==> src/rtl/sm83_mem_pkg.sv <==
// Shared memory-side types for the SM83 ROM path:
// bus width defaults, ownership state encoding and port ids.
package sm83_mem_pkg;

  localparam int ADDR_W_DEF = 32;
  localparam int DATA_W_DEF = 32;

  typedef enum logic [1:0] {
    IDLE = 2'd0,
    OWN0 = 2'd1,
    OWN1 = 2'd2
  } own_state_t;

  typedef logic port_id_t;

  localparam port_id_t PORT0 = 1'b0;
  localparam port_id_t PORT1 = 1'b1;

endpackage

==> src/rtl/rom_arb_tag_pipe.sv <==
// ROM_LAT-deep valid/owner shift register that tracks every
// in-flight ROM read and decodes the per-port rvalid strobes.
module rom_arb_tag_pipe
  import sm83_mem_pkg::*;
#(
  parameter int ROM_LAT = 1
) (
  input  logic     clk,
  input  logic     rst,
  input  logic     issue,
  input  port_id_t issue_id,
  output logic     p0_rvalid,
  output logic     p1_rvalid
);

  logic [ROM_LAT-1:0] vld_q;
  logic [ROM_LAT-1:0] tag_q;

  always_ff @(posedge clk) begin
    if (rst) begin
      vld_q <= '0;
      tag_q <= '0;
    end else begin
      vld_q[0] <= issue;
      tag_q[0] <= issue_id;
      for (int i = 1; i < ROM_LAT; i++) begin
        vld_q[i] <= vld_q[i-1];
        tag_q[i] <= tag_q[i-1];
      end
    end
  end

  logic     out_vld;
  port_id_t out_tag;

  assign out_vld = vld_q[ROM_LAT-1];
  assign out_tag = tag_q[ROM_LAT-1];

  assign p0_rvalid = out_vld & (out_tag == PORT0);
  assign p1_rvalid = out_vld & (out_tag == PORT1);

endmodule

==> src/rtl/rom_port_arbiter.sv <==
// Two-port arbiter in front of the single-port block ROM.
// Define ROM_ARB_RR_EN for round-robin; default is fixed priority.
module rom_port_arbiter
  import sm83_mem_pkg::*;
#(
  parameter int ADDR_W  = ADDR_W_DEF,
  parameter int DATA_W  = DATA_W_DEF,
  parameter int ROM_LAT = 1
) (
  input  logic              clk,
  input  logic              rst,
  input  logic              p0_req,
  input  logic              p0_lock,
  input  logic [ADDR_W-1:0] p0_addr,
  output logic              p0_gnt,
  output logic              p0_rvalid,
  input  logic              p1_req,
  input  logic              p1_lock,
  input  logic [ADDR_W-1:0] p1_addr,
  output logic              p1_gnt,
  output logic              p1_rvalid,
  output logic [DATA_W-1:0] rdata,
  output logic              rom_en,
  output logic [ADDR_W-1:0] rom_addr,
  input  logic [DATA_W-1:0] rom_data
);

  own_state_t        state_q;
  own_state_t        state_d;
  logic [ADDR_W-1:0] last_addr_q;
  logic              idle_win1;

`ifdef ROM_ARB_RR_EN
  // rr_ptr names the port that wins the next IDLE conflict
  port_id_t rr_ptr_q;

  always_ff @(posedge clk) begin
    if (rst) begin
      rr_ptr_q <= PORT0;
    end else if (p1_gnt) begin
      rr_ptr_q <= PORT0;
    end else if (p0_gnt) begin
      rr_ptr_q <= PORT1;
    end
  end

  assign idle_win1 = p1_req & (~p0_req | (rr_ptr_q == PORT1));
`else
  assign idle_win1 = p1_req & ~p0_req;
`endif

  always_ff @(posedge clk) begin
    if (rst) begin
      state_q <= IDLE;
    end else begin
      state_q <= state_d;
    end
  end

  always_comb begin
    state_d = state_q;
    unique case (state_q)
      IDLE: begin
        if (p0_gnt && p0_lock) begin
          state_d = OWN0;
        end else if (p1_gnt && p1_lock) begin
          state_d = OWN1;
        end
      end
      OWN0: begin
        state_d = (p0_req && p0_lock) ? OWN0 : IDLE;
      end
      OWN1: begin
        state_d = (p1_req && p1_lock) ? OWN1 : IDLE;
      end
      default: begin
        state_d = IDLE;
      end
    endcase
  end

  always_comb begin
    p0_gnt = 1'b0;
    p1_gnt = 1'b0;
    if (!rst) begin
      unique case (state_q)
        IDLE: begin
          p1_gnt = idle_win1;
          p0_gnt = p0_req & ~idle_win1;
        end
        OWN0: begin
          p0_gnt = p0_req;
        end
        OWN1: begin
          p1_gnt = p1_req;
        end
        default: begin
          p0_gnt = 1'b0;
          p1_gnt = 1'b0;
        end
      endcase
    end
  end

  // Keep addra steady across idle cycles
  always_ff @(posedge clk) begin
    if (rst) begin
      last_addr_q <= '0;
    end else if (rom_en) begin
      last_addr_q <= rom_addr;
    end
  end

  assign rom_en = p0_gnt | p1_gnt;

  always_comb begin
    rom_addr = last_addr_q;
    if (p1_gnt) begin
      rom_addr = p1_addr;
    end else if (p0_gnt) begin
      rom_addr = p0_addr;
    end
  end

  rom_arb_tag_pipe #(
    .ROM_LAT(ROM_LAT)
  ) u_tag_pipe (
    .clk      (clk),
    .rst      (rst),
    .issue    (rom_en),
    .issue_id (p1_gnt ? PORT1 : PORT0),
    .p0_rvalid(p0_rvalid),
    .p1_rvalid(p1_rvalid)
  );

  // douta is only meaningful while a read is landing
  assign rdata = (p0_rvalid | p1_rvalid) ? rom_data : '0;

endmodule

==> config.mk <==
export PLATFORM = sky130hd
export DESIGN_NAME = rom_port_arbiter
export DESIGN_NICKNAME = d
export VERILOG_FILES = /design/src/rtl/sm83_mem_pkg.sv /design/src/rtl/rom_arb_tag_pipe.sv /design/src/rtl/rom_port_arbiter.sv
export SDC_FILE = /design/constraint.sdc
export NUM_CORES = 1
export LEC_CHECK = 0
export CAP_MARGIN = 0
export CORE_UTILIZATION = 30
export CTS_CLUSTER_DIAMETER = 30
export DETAILED_ROUTE_END_ITERATION = 12
export GPL_TIMING_DRIVEN = 0
export PLACE_DENSITY = 0.83
export REMOVE_ABC_BUFFERS = 1
export SLEW_MARGIN = 20
export SYNTH_ARGS = -nofsm -noshare
export SYNTH_HDL_FRONTEND = slang
export SYNTH_HIERARCHICAL = 1
export SYNTH_SLANG_ARGS = --single-unit
export TNS_END_PERCENT = 20
==> constraint.sdc <==
create_clock -name clk -period 4.3 [get_ports clk]
set_clock_uncertainty 0.2 [all_clocks]
set_input_delay 0.86 -clock clk [delete_from_list [all_inputs] [get_ports clk]]
set_output_delay 0.86 -clock clk [all_outputs]
set_load 0.01 [all_outputs]
==> reports/qor.txt <==
Total track usage -> 20.70%
Worst Hold End -> last_addr_q[0]$_SDFFE_PP0P_
Sequential area share after synthesis -> 30.82%
Mux share of post-synthesis cell area -> 0%
Sw Pwr -> 289.8 uW
Synth unique cells -> 16
Reg2reg setup slack -> 2.42 ns
Area grow syn2layout -> 82.40%
Initial antenna violation count -> 0
Peak Freq -> 238.1 MHz
TritonCTS buffer count -> 5
WL met3 -> 614 um
Reg power frac -> 36.6%
WP data arrival -> 3.14 ns
Cells on Worst Hold Path -> 2
# clock sinks -> 36
Total negative setup slack -> 0 ns
Worst path required time -> 3.24 ns
Pwr per Cell Area -> 238.7 nW/um2
Clk pwr share -> 24.7%
CP Launch Point -> p0_req
Type of the tightest min-delay check -> flip-flop to flip-flop
Synth Area in XOR/XNOR -> 0%
Gate power share -> 38.7%
Iteration count of the initial detailed-routing pass -> 4
DRT iter0 DRCs -> 142
Final nets -> 561
Die area -> 8152 um2
Relative slew slack -> 50.29%
Routed len/inst -> 15.90 um
WL final -> 8.890 mm
IO buf count -> 170
Worst-path fanout max -> 67
Most frequent CP cell -> clkdlybuf4s50_1
M1 wire length -> 3.654 mm
Critical path class -> primary input to output pin
Crit-path slowest cell -> nand2b_4
Most common cell after layout, fill and taps aside -> clkdlybuf4s50_1
Total gr overflow -> 0
Max-cap violation count -> 0
WP buf/inv -> 2
Synth warn -> 6
Worst hold start -> last_addr_q[0]$_SDFFE_PP0P_
Layout cells sized above 1 -> 5.217%
Number of vias per cell -> 5.200
# rows -> 31
# hold bufs at CTS -> 0
Top layer in use -> met4
Synth Area in Compound Gates -> 25.68%
Simple-gate portion of the synthesized area -> 37.19%
Syn Inst Count -> 305
Status -> completed
Switching part of the total -> 28.47%
Largest net degree at the start of global routing -> 67
Worst-margin pin slew -> 0.7457 ns
DIE WIDTH -> 90.29 um
CP Cell Sequence -> clkdlybuf4s50_1, nand2b_4, and2_4, a221o_1, clkdlybuf4s50_1
Crit Reg-Reg Startpoint -> state_q[1]$_SDFFE_PP0P_
WP depth -> 5
Die height -> 90.29 um
Slowest stage delay, CP -> 0.57 ns
Max-slew violations -> 0
Delay-heaviest family, CP -> buffers and inverters
Seq cells post-synth -> 36
CORE AREA -> 7408 um2
Final core utilization -> 57.57%
Detailed-route DRC error count -> 0
Startpoint types -> primary input
Gpl congestion -> 0.7665
Reg clk slew, reported paths -> 0.07 ns
CTS tree -> built
RSZ-0062 raised after global routing -> no
Post-DP HPWL -> 6.235 mm
Via count -> 2907
First-pass GRT wire length -> 13.88 mm
Most frequent cells in the layout -> clkdlybuf4s50_1 (168), nand2_1 (64), dfxtp_1 (36)
Initial Util -> 31.57%
Number of global-route vias before repair -> 2857
P_int -> 728.2 uW
Max VDD drop -> 0.0001296 V
Skew-Pair Late Insertion Delay -> 0.28 ns
Cell Area, Synth -> 2338 um2
RR Endpoint -> u_tag_pipe/out_tag$_SDFF_PP0_
Reg2Reg Depth -> 3
Clock buffer depth -> 2
Syn Area/Cell -> 7.667 um2
Pleak -> 0.001565 uW
Final setup fails -> 0
Final ANT Viol Nets -> 0
Ant diodes -> 0
CTS H-Tree Depth -> 2
Minimum clock period -> 4.200 ns
CP endpoint kind -> output pin
Met2 Routed Length -> 4.602 mm
I/O pin count -> 171
Final Hold Fails -> 0
Largest family of logic cells by synthesized area -> simple AND/OR/NAND/NOR gates
Post-Synth Adder-Cell Area -> 0%
Period utilization -> 97.67%
Root Buffer -> clkbuf_8
==> timing repair <==
item                       CTS  global route
setup endpoints to repair   33            31
gates cloned                 0             1
buffers inserted             1             0
gates resized for setup      4             1
pin swaps                    0             0
==> worst max path at each step <==
stage	endpoint
2_1_floorplan	rom_addr[0]
3_3_place_gp	rom_addr[1]
3_5_place_dp	rom_addr[1]
4_1_cts	rom_addr[1]
5_1_grt	rom_addr[9]
6_report	rom_addr[1]
==> metrics by stage <==
| stage | cell area, um2 | worst slack (ns) | total power, uW | std cells | hold slack (ns) |
|---|---|---|---|---|---|
| 3_3_place_gp | 4020 | -2.582 | 749.0 | 543 | 0.2633 |
| 6_report | 4265 | 0.1002 | 1018 | 559 | 0.2791 |
| 3_5_place_dp | 4150 | -0.3105 | 770.1 | 549 | 0.2679 |
| 2_1_floorplan | 2195 | 0.09918 | 525.3 | 274 | 0.2497 |
| 5_1_grt | 4265 | 0.02622 | 1076 | 559 | 0.3014 |
| 4_1_cts | 4257 | -0.01005 | 1029 | 558 | 0.2808 |
==> tightest hold or removal path, cell delays in order (launching register included) <==
cell	delay, ns
dfxtp_1	0.31
nand2_1	0.05
a311oi_1	0.07
==> state kept, by name, summed over array words and instances (netlist names) <==
register            flops
u_tag_pipe/out_vld      1
last_addr_q            32
u_tag_pipe/out_tag      1
state_q                 2
==> power groups by stage <==
stage	clock, uW	combinational, uW	sequential [uW]
floorplan	0	148	377
global placement	0	370	379
detailed placement	0	390	380
CTS	263	394	372
global route	278	423	375
finish	251	394	373
==> synth_stat cells <==
cell type	number	share of area, %
nand2_1	64	10
dfxtp_1	36	31
and2_1	35	9.4
nor2_1	34	5.5
nor2b_1	33	8.8
a221o_1	32	14
a311oi_1	32	12
clkbuf_1	15	2.4
buf_2	13	2.8
buf_4	3	0.96
and2b_2	2	0.75
nor3b_4	2	1.6
and3_1	1	0.27
inv_1	1	0.16
nand2b_1	1	0.27
or3b_2	1	0.37
==> metal layers <==
| metal | GRT usage (%) | up-vias |
|---|---|---|
| met3 | 4.798 | 2 |
| met1 | 24.75 | 1372 |
| met4 | 4.435 | 0 |
| met2 | 37.47 | 133 |
| met5 | 0 | - |
| li1 | - | 1400 |
==> layout make-up <==
class / count / area (um2)
clock buffer: 8 / 90.09
inverter: 1 / 3.754
timing repair buffer: 177 / 1828
tap: 99 / 123.9
multi-input combinational: 238 / 1499
sequential: 36 / 720.7
fill: 639 / 3143
==> logic make-up (layout without fill, tap and decap cells) <==
kind of cell / after synthesis / in the layout
and+or+nand+nor: 173 / 174
AOI/OAI and AO/OA: 64 / 64
DFF: 36 / 36
buffers and inverters: 32 / 186
Note: power is estimated with default switching activity, not from simulation.
